$ cat src/rtl/blinken_render.sv
// Blinkenlight grid renderer: draws a grid of square cells from an internal
// on/off array, pixel-aligned with the incoming syncs. Once every FRAME_DIV
// frames, during vertical blank, a walk visits every cell and toggles some of
// them at random, driven by an LFSR.
//
//   state | meaning
//   IDLE  | waiting for a walk request from the frame counter
//   WALK  | visiting one cell per clock, toggling it when the LFSR allows
//   DONE  | one-clock tail after the last cell, then back to IDLE
module blinken_render #(
   parameter int          CELL_SHIFT = 5,
   parameter int          GRID_W     = 20,
   parameter int          GRID_H     = 15,
   parameter int          FRAME_DIV  = 30,
   parameter int          DENSITY    = 3,
   parameter logic [15:0] LFSR_SEED  = 16'hACE1,
   parameter logic [7:0]  LIT_COLOR  = 8'hFC,
   parameter logic [7:0]  DARK_COLOR = 8'h04,
   parameter logic [7:0]  GRID_COLOR = 8'h49,
   parameter logic        HS_IDLE    = 1'b1,
   parameter logic        VS_IDLE    = 1'b1
) (
   input  logic        PIXEL_CLK,
   input  logic        RESET,
   input  logic [12:0] locX,
   input  logic [12:0] locY,
   input  logic        in_image,
   input  logic        sync_h,
   input  logic        sync_v,
   input  logic        freeze,
   output logic [7:0]  vga_rgb,
   output logic        vga_hs,
   output logic        vga_vs,
   output logic        updating
);

   localparam int NCELL = GRID_W * GRID_H;
   localparam int IW    = $clog2(NCELL);
   localparam int CW    = (GRID_W > 1) ? $clog2(GRID_W) : 1;
   localparam int RW    = (GRID_H > 1) ? $clog2(GRID_H) : 1;
   localparam int PW    = 13 - CELL_SHIFT;
   // An all-zero LFSR would lock up, so a zero seed is replaced by 1.
   localparam logic [15:0]   SEED   = (LFSR_SEED == 16'h0000) ? 16'h0001 : LFSR_SEED;
   localparam logic [12:0]   TICK_Y = 13'(GRID_H << CELL_SHIFT);
   localparam logic [IW-1:0] LAST   = IW'(NCELL - 1);

   function automatic logic [NCELL-1:0] checker_init();
      logic [NCELL-1:0] v;
      v = '0;
      for (int r = 0; r < GRID_H; r++)
         for (int c = 0; c < GRID_W; c++)
            v[IW'(r * GRID_W + c)] = ((r ^ c) & 1) != 0;
      return v;
   endfunction

   localparam logic [NCELL-1:0] CHECKER = checker_init();

   typedef enum logic [1:0] {ST_IDLE, ST_WALK, ST_DONE} state_t;

   state_t           state_q, state_d;
   logic [NCELL-1:0] cells;
   logic [IW-1:0]    k;
   logic [15:0]      lfsr;
   logic [7:0]       frame_cnt;
   logic             tick, req, toggle;

   logic [PW-1:0]         col1, row1;
   logic [CELL_SHIFT-1:0] ox1, oy1;
   logic                  img1, hs1, vs1;
   logic                  in_grid, border, cell_bit;
   logic [IW-1:0]         idx;
   logic                  img2, grid2, border2, lit2, hs2, vs2;

   // S1: split the coordinates into cell number and offset within the cell.
   always_ff @(posedge PIXEL_CLK or posedge RESET) begin
      if (RESET) begin
         col1 <= '0;
         row1 <= '0;
         ox1  <= '0;
         oy1  <= '0;
         img1 <= 1'b0;
         hs1  <= HS_IDLE;
         vs1  <= VS_IDLE;
      end else begin
         col1 <= locX[12:CELL_SHIFT];
         row1 <= locY[12:CELL_SHIFT];
         ox1  <= locX[CELL_SHIFT-1:0];
         oy1  <= locY[CELL_SHIFT-1:0];
         img1 <= in_image;
         hs1  <= sync_h;
         vs1  <= sync_v;
      end
   end

   // S2 lookup: the index is only meaningful inside the grid, so the cell
   // bit is masked outside it.
   always_comb begin
      in_grid  = (col1 < PW'(GRID_W)) && (row1 < PW'(GRID_H));
      idx      = IW'(row1[RW-1:0]) * IW'(GRID_W) + IW'(col1[CW-1:0]);
      cell_bit = in_grid && cells[idx];
      border   = (ox1 == '0) || (ox1 == '1) || (oy1 == '0) || (oy1 == '1);
   end

   // S2 register: cell state and pixel classification.
   always_ff @(posedge PIXEL_CLK or posedge RESET) begin
      if (RESET) begin
         img2    <= 1'b0;
         grid2   <= 1'b0;
         border2 <= 1'b0;
         lit2    <= 1'b0;
         hs2     <= HS_IDLE;
         vs2     <= VS_IDLE;
      end else begin
         img2    <= img1;
         grid2   <= in_grid;
         border2 <= border;
         lit2    <= cell_bit;
         hs2     <= hs1;
         vs2     <= vs1;
      end
   end

   // S3: colour selection, syncs realigned with the colour.
   always_ff @(posedge PIXEL_CLK or posedge RESET) begin
      if (RESET) begin
         vga_rgb <= 8'h00;
         vga_hs  <= HS_IDLE;
         vga_vs  <= VS_IDLE;
      end else begin
         vga_hs <= hs2;
         vga_vs <= vs2;
         if (!img2 || !grid2) vga_rgb <= 8'h00;
         else if (border2)    vga_rgb <= GRID_COLOR;
         else if (lit2)       vga_rgb <= LIT_COLOR;
         else                 vga_rgb <= DARK_COLOR;
      end
   end

   // The tick marks the first line below the grid, i.e. start of blanking.
   always_comb begin
      tick   = (locX == 13'd0) && (locY == TICK_Y);
      req    = tick && (frame_cnt == 8'(FRAME_DIV - 1));
      toggle = {1'b0, lfsr[3:0]} < 5'(DENSITY);
   end

   // Frame counter keeps counting ticks even while a walk is running.
   always_ff @(posedge PIXEL_CLK or posedge RESET) begin
      if (RESET)    frame_cnt <= 8'd0;
      else if (req) frame_cnt <= 8'd0;
      else if (tick) frame_cnt <= frame_cnt + 8'd1;
   end

   // FSM state register.
   always_ff @(posedge PIXEL_CLK or posedge RESET) begin
      if (RESET) state_q <= ST_IDLE;
      else       state_q <= state_d;
   end

   // FSM next state; freeze only gates the start of a walk.
   always_comb begin
      state_d  = state_q;
      updating = 1'b0;
      case (state_q)
         ST_IDLE: if (req && !freeze) state_d = ST_WALK;
         ST_WALK: begin
            updating = 1'b1;
            if (k == LAST) state_d = ST_DONE;
         end
         ST_DONE: begin
            updating = 1'b1;
            state_d  = ST_IDLE;
         end
         default: state_d = ST_IDLE;
      endcase
   end

   // Walk datapath: cell index, LFSR and the cell array itself.
   always_ff @(posedge PIXEL_CLK or posedge RESET) begin
      if (RESET) begin
         k     <= '0;
         lfsr  <= SEED;
         cells <= CHECKER;
      end else if (state_q == ST_WALK) begin
         if (toggle) cells[k] <= ~cells[k];
         lfsr <= lfsr[0] ? ((lfsr >> 1) ^ 16'hB400) : (lfsr >> 1);
         k    <= k + IW'(1);
      end else begin
         k <= '0;
      end
   end

endmodule

$ cat config.mk
export PLATFORM = sky130hd
export DESIGN_NAME = blinken_render
export DESIGN_NICKNAME = d
export VERILOG_FILES = /design/src/rtl/blinken_render.sv
export SDC_FILE = /design/constraint.sdc
export NUM_CORES = 1
export LEC_CHECK = 0
export CORE_ASPECT_RATIO = 1.2
export CORE_MARGIN = 2
export CORE_UTILIZATION = 45
export CTS_CLUSTER_DIAMETER = 50
export DETAILED_ROUTE_END_ITERATION = 7
export GPL_ROUTABILITY_DRIVEN = 1
export PLACE_DENSITY = 0.62
export SLEW_MARGIN = 20
export SYNTH_ARGS = -nofsm -noshare
export SYNTH_HDL_FRONTEND = slang
export SYNTH_SLANG_ARGS = --single-unit
$ cat constraint.sdc
create_clock -name PIXEL_CLK -period 16.7 [get_ports PIXEL_CLK]
set_input_delay 4.175 -clock PIXEL_CLK [delete_from_list [all_inputs] [get_ports PIXEL_CLK]]
set_output_delay 4.175 -clock PIXEL_CLK [all_outputs]
set_load 0.01 [all_outputs]
==> insert_results.sql, run 1 <==
INSERT INTO impl_metrics (metric_group, metric, value, unit) VALUES
('sta', 'clock_skew', '0.02653', 'ns'),
('worst_hold_path', 'holdCritPathClass', 'register to register', ''),
('floorplan', 'floorplan.die_area', '47480', 'µm²'),
('detailed_routing', 'route.detailed.drc', '0', ''),
('setup_path', 'timing.critical_path.arrival', '6.83', 'ns'),
('placed_design', 'globalplace.congestion', '0.8711', ''),
('sta', 'final.min_clock_period', '6.359', 'ns'),
('sta', 'finalHoldViolCount', '0', ''),
('clocking', 'worst_skew_pair_later_pin_latency', '0.57', 'ns'),
('run', 'maxCapViolCount', '0', ''),
('power_and_ir_drop', 'vdd.ir_drop.worst', '69.51', 'µV'),
('power_and_ir_drop', 'netSwitchingFraction', '24.33', '%'),
('clocking', 'cts_repair_resizes', '0', ''),
('placed_design', 'place_worst_setup_slack', '9.648', 'ns'),
('sta', 'maximum_clock_frequency', '157.3', 'MHz'),
('clocking', 'clockBufferDepth', '3', ''),
('floorplan', 'die_h', '238.3', 'µm'),
('clocking', 'cts.sinks', '376', ''),
('yosys', 'synth_edf_count', '0', ''),
('power_and_ir_drop', 'cell_internal_pwr', '1.532', 'mW'),
('clocking', 'h_tree_lvls', '2', ''),
('status', 'outcome', 'finished clean', ''),
('power_and_ir_drop', 'total_leakage_power', '9.019', 'nW'),
('power_and_ir_drop', 'power-per-cell-area', '88.67', 'nW/µm²'),
('setup_path', 'largest_fanout_of_any_net_on_the_critical_path', '165', ''),
('setup_path', 'crit_path_cell_trace', 'clkdlybuf4s50_1 > inv_8 > buf_4 > buf_12', ''),
('cells_and_area', 'util_after_layout', '50.76', '%'),
('detailed_routing', 'detailroute.via_count', '14623', ''),
('power_and_ir_drop', 'pwr-share-comb', '5.8', '%'),
('cells_and_area', 'fill_cells', '3922', ''),
('detailed_routing', 'avgViaCountPerCell', '5.966', ''),
('yosys', 'syn_nets', '1872', ''),
('power_and_ir_drop', 'p_seq_share', '45.7', '%'),
('setup_path', 'timing.critical_path.slowest_cell_delay', '0.86', 'ns'),
('detailed_routing', 'post_route_ant_nets', '0', ''),
('floorplan', 'num_rows', '85', ''),
('grt', 'grt_antenna_before_repair', '0', ''),
('clocking', 'postCtsHoldBufs', '0', ''),
('clocking', 'cts_made_buffers', '43', ''),
('floorplan', 'num_io_pins', '43', ''),
('cells_and_area', 'insertedDiodeCount', '0', ''),
('detailed_routing', 'wire_per_inst', '23.30', 'µm'),
('placed_design', 'hpwl', '35.05', 'mm'),
('setup_path', 'critPathRequiredTime', '17.17', 'ns'),
('clocking', 'post-cts-setup-buffers', '0', ''),
('sta', 'timing.final.crit_share', '38.08', '%'),
('yosys', 'synth.yosys.seq_area_share', '46.57', '%'),
('grt', 'grt_pass1_wl', '90.43', 'mm'),
('yosys', 'ys_seq_elements', '376', ''),
('setup_path', 'critPathCaptureType', 'async pin', ''),
('sta', 'grt_setup_unrepaired', 'false', ''),
('floorplan', 'dieWidth', '199.2', 'µm'),
('yosys', 'synth_cell_types', '63', ''),
('clocking', 'cts_tree', 'built', ''),
('cells_and_area', 'area_delta_synth_final', '10.92', '%'),
('cells_and_area', 'finalNetCount', '1856', ''),
('placed_design', 'port-buffer-count', '41', ''),
('sta', 'setup_viol', '0', ''),
('grt', 'grt_util_all_layers', '25.03', '%'),
('sta', 'setup_total_negative_slack', '0', 'ns'),
('sta', 'slew_violations', '0', ''),
('sta', 'worst_slew_margin_rel', '23.14', '%'),
('yosys', 'syn-cell-area', '20580', 'µm²'),
('yosys', 'synthesis.yosys.warnings', '0', ''),
('floorplan', 'design.core.area', '44990', 'µm²'),
('setup_path', 'cpMaxStageDelayCell', 'buf_4', ''),
('clocking', 'clkSlewWorstSetupHoldPaths', '0.06', 'ns'),
('yosys', 'synthArstFlopShare', '100.0', '%'),
('sta', 'final.setup.worst_slack', '10.34', 'ns'),
('grt', 'first_global_vias', '15269', ''),
('setup_path', 'startpoint_type', 'primary input', '');
registers in the layout, summed over array words and instances, names as in the netlist, 2 cells and up:
signal,flops
lfsr,16
k,9
ox1,5
cells,300
state_q,2
col1,8
frame_cnt,8
vga_rgb,4
oy1,5
row1,8
cells in the final DEF (no fill, tap or decap), types with 4 or more instances in the layout:
master / count
and2_1: 10
clkbuf_16: 44
clkdlybuf4s50_1: 41
nand3_1: 26
o2111ai_1: 4
mux2_2: 58
mux2i_1: 19
nor2b_1: 10
a311oi_1: 4
o22ai_1: 4
buf_4: 31
a21oi_1: 156
nor3_1: 8
a22oi_1: 4
clkbuf_1: 4
o21ai_0: 11
inv_1: 11
nand4_1: 11
o211ai_1: 6
a31oi_1: 10
nand2_1: 70
mux2_1: 90
dfstp_2: 142
ha_1: 14
bufinv_16: 4
dfrtp_1: 230
a21oi_2: 30
or4_1: 4
nor4_1: 4
nor2_1: 509
and3_1: 8
clkbuf_8: 6
xnor2_1: 12
xor2_1: 8
clkinv_2: 9
clkinvlp_4: 6
dfrtp_4: 4
mux4_2: 161
cells in the mapped netlist (16+ instances only):
master,n,share of area (%)
nor2_1,509,9.3
dfrtp_1,234,28
mux4_2,161,18
a21oi_1,156,3.8
dfstp_2,142,18
mux2_1,90,4.9
nand2_1,70,1.3
clkbuf_1,69,1.3
mux2_2,58,3.2
a21oi_2,30,1.3
nand3_1,28,0.68
buf_2,27,0.66
mux2i_1,19,0.92
buf_6,16,0.88
cell families after synthesis:
family / after synthesis / synth area share, %
and+or+nand+nor: 677 / 13.44
DFF: 376 / 46.57
muxes: 328 / 26.64
AOI/OAI and AO/OA: 253 / 7.555
buffers and inverters: 149 / 3.738
xor gates and xnor gates: 22 / 0.9361
adders and majority gates: 17 / 1.106
other: 1 / 0.01822
layout make-up:
class | count | area [µm²] | share of cell area [%]
inverter | 15 | 63.81 | 0.2795
sequential | 376 | 9602 | 42.05
tap | 609 | 762.0 | 3.337
multi-input combinational | 1298 | 10260 | 44.94
timing repair buffer | 73 | 663.1 | 2.904
clock buffer | 54 | 1199 | 5.250
clock inverter | 26 | 281.5 | 1.233
power groups by stage:
stage	Sequential (mW)	Clock (mW)	Combinational, mW
finish	0.925	0.983	0.117
global route	0.926	1.04	0.124
CTS	0.925	1.00	0.116
detailed placement	0.941	0	0.116
global placement	0.941	0	0.115
floorplan	0.934	0	0.0737
metrics by stage:
| step | cell area, µm² | power (mW) | hold WS [ns] |
|---|---|---|---|
| 2_1_floorplan | 20580 | 1.008 | 0.3312 |
| 3_3_place_gp | 21350 | 1.056 | 0.3421 |
| 3_5_place_dp | 21350 | 1.056 | 0.3491 |
| 4_1_cts | 22830 | 2.042 | 0.3554 |
| 5_1_grt | 22830 | 2.088 | 0.3574 |
| 6_report | 22830 | 2.025 | 0.3548 |
worst paths after layout:
check,from,endpoint,slack (ns),cells after the start
worst max-delay path,RESET,k[1]$_DFF_PP0_,10.34,4
worst min-delay path,vs1$_DFF_PP1_,vs2$_DFF_PP1_,0.35,0
worst max register to register,k[0]$_DFF_PP0_,cells[15]$_DFFE_PP1P_,12.03,8
worst min register to register,vs1$_DFF_PP1_,vs2$_DFF_PP1_,0.35,0
max in group PIXEL_CLK,locX[1],frame_cnt[5]$_DFFE_PP0P_,10.64,7
min in group asynchronous,RESET,cells[0]$_DFFE_PP0P_,4.06,2
worst max-delay path: cells and delay by family:
| family | cells | cell delay [ns] |
|---|---|---|
| buffers and inverters | 4 | 2.41 |
per-layer routing:
layer | global-route usage (%) | share of wire, %
met3 | 3.943 | 6.2
met1 | 33.14 | 41
met4 | 9.114 | 3.4
met2 | 41.69 | 50
met5 | 0 | 0
Note: power is estimated with default switching activity, not from simulation.
==> inputs of run 2 (changes only) <==
==> constraint.sdc (replaced) <==
create_clock -name PIXEL_CLK -period 5.88 [get_ports PIXEL_CLK]
set_input_delay 1.47 -clock PIXEL_CLK [delete_from_list [all_inputs] [get_ports PIXEL_CLK]]
set_output_delay 1.47 -clock PIXEL_CLK [all_outputs]
set_load 0.01 [all_outputs]
==> insert_results.sql, run 2 (same netlist as run 1, synthesis figures left out) <==
INSERT INTO impl_metrics (metric_group, metric, value, unit) VALUES
('status', 'outcome', 'finished clean', ''),
('cells_and_area', 'post_route_cells_drive_above_1_share', '28.49', '%'),
('sta', 'slew_violations', '0', ''),
('cells_and_area', 'reg.largest.list', 'cells x300, lfsr x16, k x9', ''),
('floorplan', 'die_h', '238.3', 'µm'),
('setup_path', 'largest_fanout_of_any_net_on_the_critical_path', '81', ''),
('setup_path', 'timing.critical_path.slowest_cell_delay', '1.03', 'ns'),
('setup_path', 'ws_path_type', 'register to register', ''),
('run', 'maxCapViolCount', '0', ''),
('clocking', 'post-cts-setup-buffers', '0', ''),
('cells_and_area', 'reg_with_most_ffs', 'cells', ''),
('setup_path', 'startpoint_type', 'register', ''),
('floorplan', 'initial_utilization', '45.76', '%'),
('grt', 'grt_antenna_before_repair', '0', ''),
('setup_path', 'crit_buf_inv', '2', ''),
('sta', 'finalHoldViolCount', '0', ''),
('grt', 'grt_pass1_wl', '89.64', 'mm'),
('setup_path', 'crit_path_cell_trace', 'buf_4 > mux4_2 > mux2i_1 > nor2_1 > a21oi_1 > o2111ai_1 > and2_2 > buf_12 > o31ai_1', ''),
('clocking', 'clockBufferDepth', '3', ''),
('clocking', 'h_tree_lvls', '2', ''),
('sta', 'setup_total_negative_slack', '0', 'ns'),
('placed_design', 'placed_area', '21470', 'µm²'),
('power_and_ir_drop', 'power_frac_clock', '49.7', '%'),
('cells_and_area', 'leading_cell_type_in_the_layout_fill_and_taps_excluded', 'nor2_1', ''),
('placed_design', 'port-buffer-count', '41', ''),
('sta', 'hold_slack', '0.3550', 'ns'),
('detailed_routing', 'routed_wirelength', '57.61', 'mm'),
('detailed_routing', 'detailroute.via_count', '14734', ''),
('power_and_ir_drop', 'power.switching', '1.371', 'mW'),
('sta', 'worst_slew_margin_rel', '23.46', '%'),
('power_and_ir_drop', 'cell_internal_pwr', '4.533', 'mW'),
('floorplan', 'num_io_pins', '43', ''),
('floorplan', 'dieWidth', '199.2', 'µm'),
('clocking', 'clkSlewWorstSetupHoldPaths', '0.06', 'ns'),
('floorplan', 'design.core.area', '44990', 'µm²'),
('placed_design', 'globalplace.congestion', '0.9150', ''),
('detailed_routing', 'avgViaCountPerCell', '5.985', ''),
('power_and_ir_drop', 'p_seq_share', '44.5', '%'),
('clocking', 'postCtsHoldBufs', '0', ''),
('grt', 'first_global_vias', '14800', ''),
('cells_and_area', 'finalNetCount', '1868', ''),
('cells_and_area', 'layout_common_cells', 'nor2_1, dfrtp_1, mux4_2', ''),
('worst_hold_path', 'holdCritPathClass', 'register to register', ''),
('grt', 'largest_net_degree_at_the_start_of_global_routing', '162', ''),
('sta', 'worst-slew-pin-transition', '1.140', 'ns'),
('cells_and_area', 'fill_cells', '3848', ''),
('cells_and_area', 'area_delta_synth_final', '11.89', '%'),
('detailed_routing', 'drtPass1Iterations', '5', ''),
('floorplan', 'num_rows', '85', ''),
('sta', 'timing.final.crit_share', '71.72', '%'),
('sta', 'final.min_clock_period', '4.217', 'ns'),
('cells_and_area', 'largest_reg_flops', '300', ''),
('cells_and_area', 'multi_input_area', '10260', 'µm²'),
('sta', 'setup_viol', '0', ''),
('detailed_routing', 'first_iter_violations', '1364', ''),
('clocking', 'cts.sinks', '376', ''),
('detailed_routing', 'post_route_ant_nets', '0', ''),
('power_and_ir_drop', 'power-per-cell-area', '256.3', 'nW/µm²'),
('power_and_ir_drop', 'total_leakage_power', '9.136', 'nW'),
('detailed_routing', 'wire_per_inst', '23.40', 'µm'),
('clocking', 'cts_tree', 'built', ''),
('clocking', 'cts_made_buffers', '43', ''),
('setup_path', 'timing.critical_path.arrival', '4.71', 'ns'),
('cells_and_area', 'final_design_area_no_fill', '23030', 'µm²'),
('power_and_ir_drop', 'report.power.total', '5.903', 'mW'),
('clocking', 'worst_skew_pair_later_pin_latency', '0.58', 'ns'),
('power_and_ir_drop', 'vdd.ir_drop.worst', '167.3', 'µV'),
('grt', 'globalRoute.totalOverflow', '0', ''),
('setup_path', 'critical_path.top_delay_family', 'flip-flops', ''),
('sta', 'clock_skew', '0.01199', 'ns'),
('power_and_ir_drop', 'pwr-share-comb', '5.8', '%'),
('setup_path', 'cpMaxStageDelayCell', 'dfrtp_4', ''),
('setup_path', 'critPathCaptureType', 'register', ''),
('clocking', 'cts_repair_resizes', '0', ''),
('sta', 'grt_setup_unrepaired', 'false', ''),
('power_and_ir_drop', 'netSwitchingFraction', '23.22', '%'),
('grt', 'grt_util_all_layers', '25.16', '%'),
('detailed_routing', 'route.detailed.drc', '0', ''),
('cells_and_area', 'regArea', '9602', 'µm²'),
('cells_and_area', 'post_layout_nonfiller_instances', '2462', ''),
('placed_design', 'place_inst', '2383', ''),
('cells_and_area', 'insertedDiodeCount', '0', ''),
('clocking', 'buffer_type_at_the_clock_tree_root', 'clkbuf_16', ''),
('floorplan', 'floorplan.die_area', '47480', 'µm²'),
('setup_path', 'critPathRequiredTime', '6.37', 'ns'),
('placed_design', 'hpwl', '36.26', 'mm'),
('sta', 'maximum_clock_frequency', '237.1', 'MHz');
run 2: cell types whose count changed in the layout (fill, tap and decap cells not counted), moves of 2 or more:
cell,previous run,this run
buf_12,1,4
buf_4,31,40
bufinv_16,4,6
clkbuf_8,6,12
clkinv_4,3,0
clkinvlp_4,6,4
inv_6,2,0
run 2: metal layers:
layer | share of wire, % | vias up | global-route usage (%) | wire length [µm]
met2 | 49 | 544 | 41.14 | 28270
met4 | 4.6 | 0 | 10.72 | 2633
met3 | 6.6 | 170 | 4.594 | 3803
met5 | 0 | - | 0 | 0
met1 | 40 | 7493 | 32.94 | 22900
li1 | - | 6527 | - | -
run 2: final cells by class:
class,instances,share of cell area [%]
clock buffers,61,5.671
flip-flops and latches,376,41.69
repair buffers,85,3.433
well taps,609,3.308
inverters,15,0.2608
clock inverters,18,1.103
multi-input cells,1298,44.53
run 2: final timing paths:
path / from / end / slack, ns / cells past startpoint
max: k[0]$_DFF_PP0_ / cells[15]$_DFFE_PP1P_ / 1.66 / 9
min: hs1$_DFF_PP1_ / hs2$_DFF_PP1_ / 0.35 / 0
max reg2reg: k[0]$_DFF_PP0_ / cells[15]$_DFFE_PP1P_ / 1.66 / 9
min reg2reg: hs1$_DFF_PP1_ / hs2$_DFF_PP1_ / 0.35 / 0
max in group asynchronous: RESET / k[1]$_DFF_PP0_ / 3.42 / 3
min in group asynchronous: RESET / cells[37]$_DFFE_PP0P_ / 1.21 / 2
run 2: power groups by stage:
stage | registers, mW | clock network (mW) | logic [mW]
after global routing | 2.63 | 3.10 | 0.362
after detailed placement | 2.67 | 0 | 0.337
after global placement | 2.67 | 0 | 0.333
final | 2.63 | 2.94 | 0.341
after CTS | 2.63 | 2.99 | 0.338
after floorplan | 2.66 | 0 | 0.210
run 2: per-stage QoR:
step / util (%) / setup slack (ns)
after floorplan: - / -0.5241
after global placement: 47.73 / 1.792
after detailed placement: 47.73 / 1.712
after CTS: 51.20 / 1.692
after global routing: 51.20 / 1.355
final: 51.20 / 1.663
==> inputs of run 3 (changes only) <==
--- a/config.mk
+++ b/config.mk
@@ -11,7 +11,7 @@
 export CTS_CLUSTER_DIAMETER = 50
 export DETAILED_ROUTE_END_ITERATION = 7
 export GPL_ROUTABILITY_DRIVEN = 1
-export PLACE_DENSITY = 0.62
+export PLACE_DENSITY = 0.64
 export SLEW_MARGIN = 20
 export SYNTH_ARGS = -nofsm -noshare
 export SYNTH_HDL_FRONTEND = slang
==> constraint.sdc (replaced) <==
create_clock -name PIXEL_CLK -period 3.4 [get_ports PIXEL_CLK]
set_input_delay 0.85 -clock PIXEL_CLK [delete_from_list [all_inputs] [get_ports PIXEL_CLK]]
set_output_delay 0.85 -clock PIXEL_CLK [all_outputs]
set_load 0.01 [all_outputs]
==> insert_results.sql, run 3 (same netlist as run 1, synthesis figures left out) <==
INSERT INTO impl_metrics (metric_group, metric, value, unit) VALUES
('status', 'outcome', 'finished clean', ''),
('setup_path', 'critPathRequiredTime', '3.84', 'ns'),
('detailed_routing', 'avgViaCountPerCell', '5.923', ''),
('sta', 'maximum_clock_frequency', '302.9', 'MHz'),
('power_and_ir_drop', 'vdd.ir_drop.worst', '258.2', 'µV'),
('floorplan', 'initial_utilization', '45.76', '%'),
('placed_design', 'hpwl', '39.20', 'mm'),
('clocking', 'clkSlewWorstSetupHoldPaths', '0.06', 'ns'),
('detailed_routing', 'wire_per_inst', '23.38', 'µm'),
('cells_and_area', 'leading_cell_type_in_the_layout_fill_and_taps_excluded', 'nor2_1', ''),
('cells_and_area', 'insertedDiodeCount', '0', ''),
('setup_path', 'largest_fanout_of_any_net_on_the_critical_path', '14', ''),
('sta', 'hold_slack', '0.3546', 'ns'),
('floorplan', 'num_io_pins', '43', ''),
('grt', 'first_global_vias', '15397', ''),
('setup_path', 'cpMaxStageDelayCell', 'xnor2_2', ''),
('detailed_routing', 'detailroute.via_count', '14949', ''),
('sta', 'worst_slew_margin_rel', '32.35', '%'),
('cells_and_area', 'multi_input_area', '10270', 'µm²'),
('sta', 'worst-slew-pin-transition', '1.012', 'ns'),
('clocking', 'clockBufferDepth', '3', ''),
('sta', 'grt_setup_unrepaired', 'false', ''),
('setup_path', 'timing.critical_path.arrival', '3.74', 'ns'),
('grt', 'grt_util_all_layers', '25.86', '%'),
('cells_and_area', 'fill_cells', '3842', ''),
('floorplan', 'die_h', '238.3', 'µm'),
('placed_design', 'place_inst', '2445', ''),
('floorplan', 'dieWidth', '199.2', 'µm'),
('run', 'maxCapViolCount', '0', ''),
('worst_hold_path', 'hold_path_end', 'vga_vs$_DFF_PP1_', ''),
('cells_and_area', 'post_route_cells_drive_above_1_share', '31.12', '%'),
('sta', 'timing.final.crit_share', '97.10', '%'),
('cells_and_area', 'largest_reg_flops', '300', ''),
('clocking', 'buffer_type_at_the_clock_tree_root', 'clkbuf_16', ''),
('worst_hold_path', 'holdCritPathClass', 'register to register', ''),
('grt', 'largest_net_degree_at_the_start_of_global_routing', '84', ''),
('placed_design', 'globalplace.congestion', '0.9040', ''),
('worst_hold_path', 'holdPathStages', '0', ''),
('setup_path', 'timing.critical_path.slowest_cell_delay', '0.60', 'ns'),
('setup_path', 'r2r_end', 'lit2$_DFF_PP0_', ''),
('setup_path', 'critPathCaptureType', 'register', ''),
('floorplan', 'design.core.area', '44990', 'µm²'),
('power_and_ir_drop', 'power-per-cell-area', '436.9', 'nW/µm²'),
('setup_path', 'rr_worst_depth', '11', ''),
('setup_path', 'crit_path_cell_trace', 'ha_2 > inv_1 > fa_1 > xnor2_2 > buf_4 > o31ai_1 > a311oi_1 > a221oi_1 > a21oi_1 > o221a_2 > o21ai_2', ''),
('cells_and_area', 'regArea', '9602', 'µm²'),
('clocking', 'cts.sinks', '376', ''),
('detailed_routing', 'routed_wirelength', '59.00', 'mm'),
('cells_and_area', 'reg.largest.list', 'cells x300, lfsr x16, k x9', ''),
('setup_path', 'ws_path_type', 'register to register', ''),
('clocking', 'cts_made_buffers', '43', ''),
('sta', 'setup_viol', '0', ''),
('detailed_routing', 'drtPass1Iterations', '7', ''),
('clocking', 'worst_skew_pair_later_pin_latency', '0.58', 'ns'),
('grt', 'globalRoute.totalOverflow', '0', ''),
('detailed_routing', 'first_iter_violations', '1252', ''),
('floorplan', 'floorplan.die_area', '47480', 'µm²'),
('sta', 'clock_skew', '0.02109', 'ns'),
('cells_and_area', 'reg_with_most_ffs', 'cells', ''),
('cells_and_area', 'layout_common_cells', 'nor2_1, dfrtp_1, mux4_2', ''),
('clocking', 'post-cts-setup-buffers', '0', ''),
('setup_path', 'r2r_setup_slack', '0.1', 'ns'),
('worst_hold_path', 'timing.hold.worst.start', 'vs2$_DFF_PP1_', ''),
('detailed_routing', 'post_route_ant_nets', '0', ''),
('sta', 'final.min_clock_period', '3.301', 'ns'),
('cells_and_area', 'finalNetCount', '1930', ''),
('floorplan', 'num_rows', '85', ''),
('clocking', 'h_tree_lvls', '2', ''),
('power_and_ir_drop', 'total_leakage_power', '9.476', 'nW'),
('sta', 'slew_violations', '0', ''),
('setup_path', 'startpoint_type', 'register', ''),
('grt', 'grt_antenna_before_repair', '0', ''),
('cells_and_area', 'post_layout_nonfiller_instances', '2524', ''),
('clocking', 'cts_tree', 'built', ''),
('grt', 'grt_pass1_wl', '92.39', 'mm'),
('sta', 'finalHoldViolCount', '0', ''),
('placed_design', 'port-buffer-count', '41', ''),
('cells_and_area', 'area_delta_synth_final', '15.13', '%'),
('setup_path', 'timing.rr.start', 'row1[0]$_DFF_PP0_', ''),
('detailed_routing', 'route.detailed.drc', '0', ''),
('clocking', 'postCtsHoldBufs', '0', '');
-- run 3: final cells by class --
| type | count | share of cell area [%] |
|---|---|---|
| clock buffers | 53 | 5.174 |
| inverters | 15 | 0.2534 |
| well taps | 609 | 3.215 |
| flip-flops and latches | 376 | 40.52 |
| repair buffers | 147 | 5.881 |
| multi-input cells | 1298 | 43.33 |
| clock inverters | 26 | 1.626 |
-- run 3: where the power goes --
group / internal, mW / leakage (nW) / switching (mW)
Sequential: 4.51 / 4.66 / 0.0292
Combinational: 0.224 / 4.04 / 0.383
Clock: 3.26 / 0.778 / 1.95
-- run 3: worst max-delay path by stage --
| stage | startpoint | to | slack [ns] | cells past startpoint |
|---|---|---|---|---|
| after floorplan | RESET | border2$_DFF_PP0_ | -2.38 | 1 |
| after global placement | row1[3]$_DFF_PP0_ | lit2$_DFF_PP0_ | -0.20 | 10 |
| after detailed placement | row1[3]$_DFF_PP0_ | lit2$_DFF_PP0_ | -0.23 | 10 |
| after CTS | row1[3]$_DFF_PP0_ | lit2$_DFF_PP0_ | 0.02 | 10 |
| after global routing | row1[0]$_DFF_PP0_ | lit2$_DFF_PP0_ | 0.01 | 11 |
| final | row1[0]$_DFF_PP0_ | lit2$_DFF_PP0_ | 0.1 | 11 |
-- run 3: what timing repair did --
action | 4_1_cts | 5_1_grt
pin swaps | 0 | 0
setup endpoints to repair | 1 | 1
gates resized for setup | 2 | 4
-- run 3: stage by stage --
step	setup slack, ns	TNS [ns]	area (µm²)	power, mW	util, %
detailed placement	-0.2284	-0.2284	22070	5.211	49.06
global route	0.01239	0	23700	10.69	52.68
finish	0.09855	0	23700	10.35	52.68
floorplan	-2.384	-704.89	20590	4.955	-
CTS	0.02062	0	23690	10.45	52.65
global placement	-0.1973	-0.1973	22070	5.205	49.06
-- run 3: critical path: cells and delay by family, from the launching register on --
| family | cells | cell delay (ns) |
|---|---|---|
| buffers and inverters | 2 | 0.39 |
| AO/OA/AOI/OAI | 6 | 1.13 |
| adder cells (fa/ha/maj) | 2 | 0.67 |
| flip-flops | 1 | 0.38 |
| XOR/XNOR | 1 | 0.60 |
-- run 3: metal layers --
layer  vias up  share of wire [%]  global-route usage [%]
met5         -                  0                       0
met4         0                3.9                   10.49
met3       142                7.4                   5.201
met2       599                 49                   42.22
met1      7563                 39                   33.77
li1       6645                  -                       -
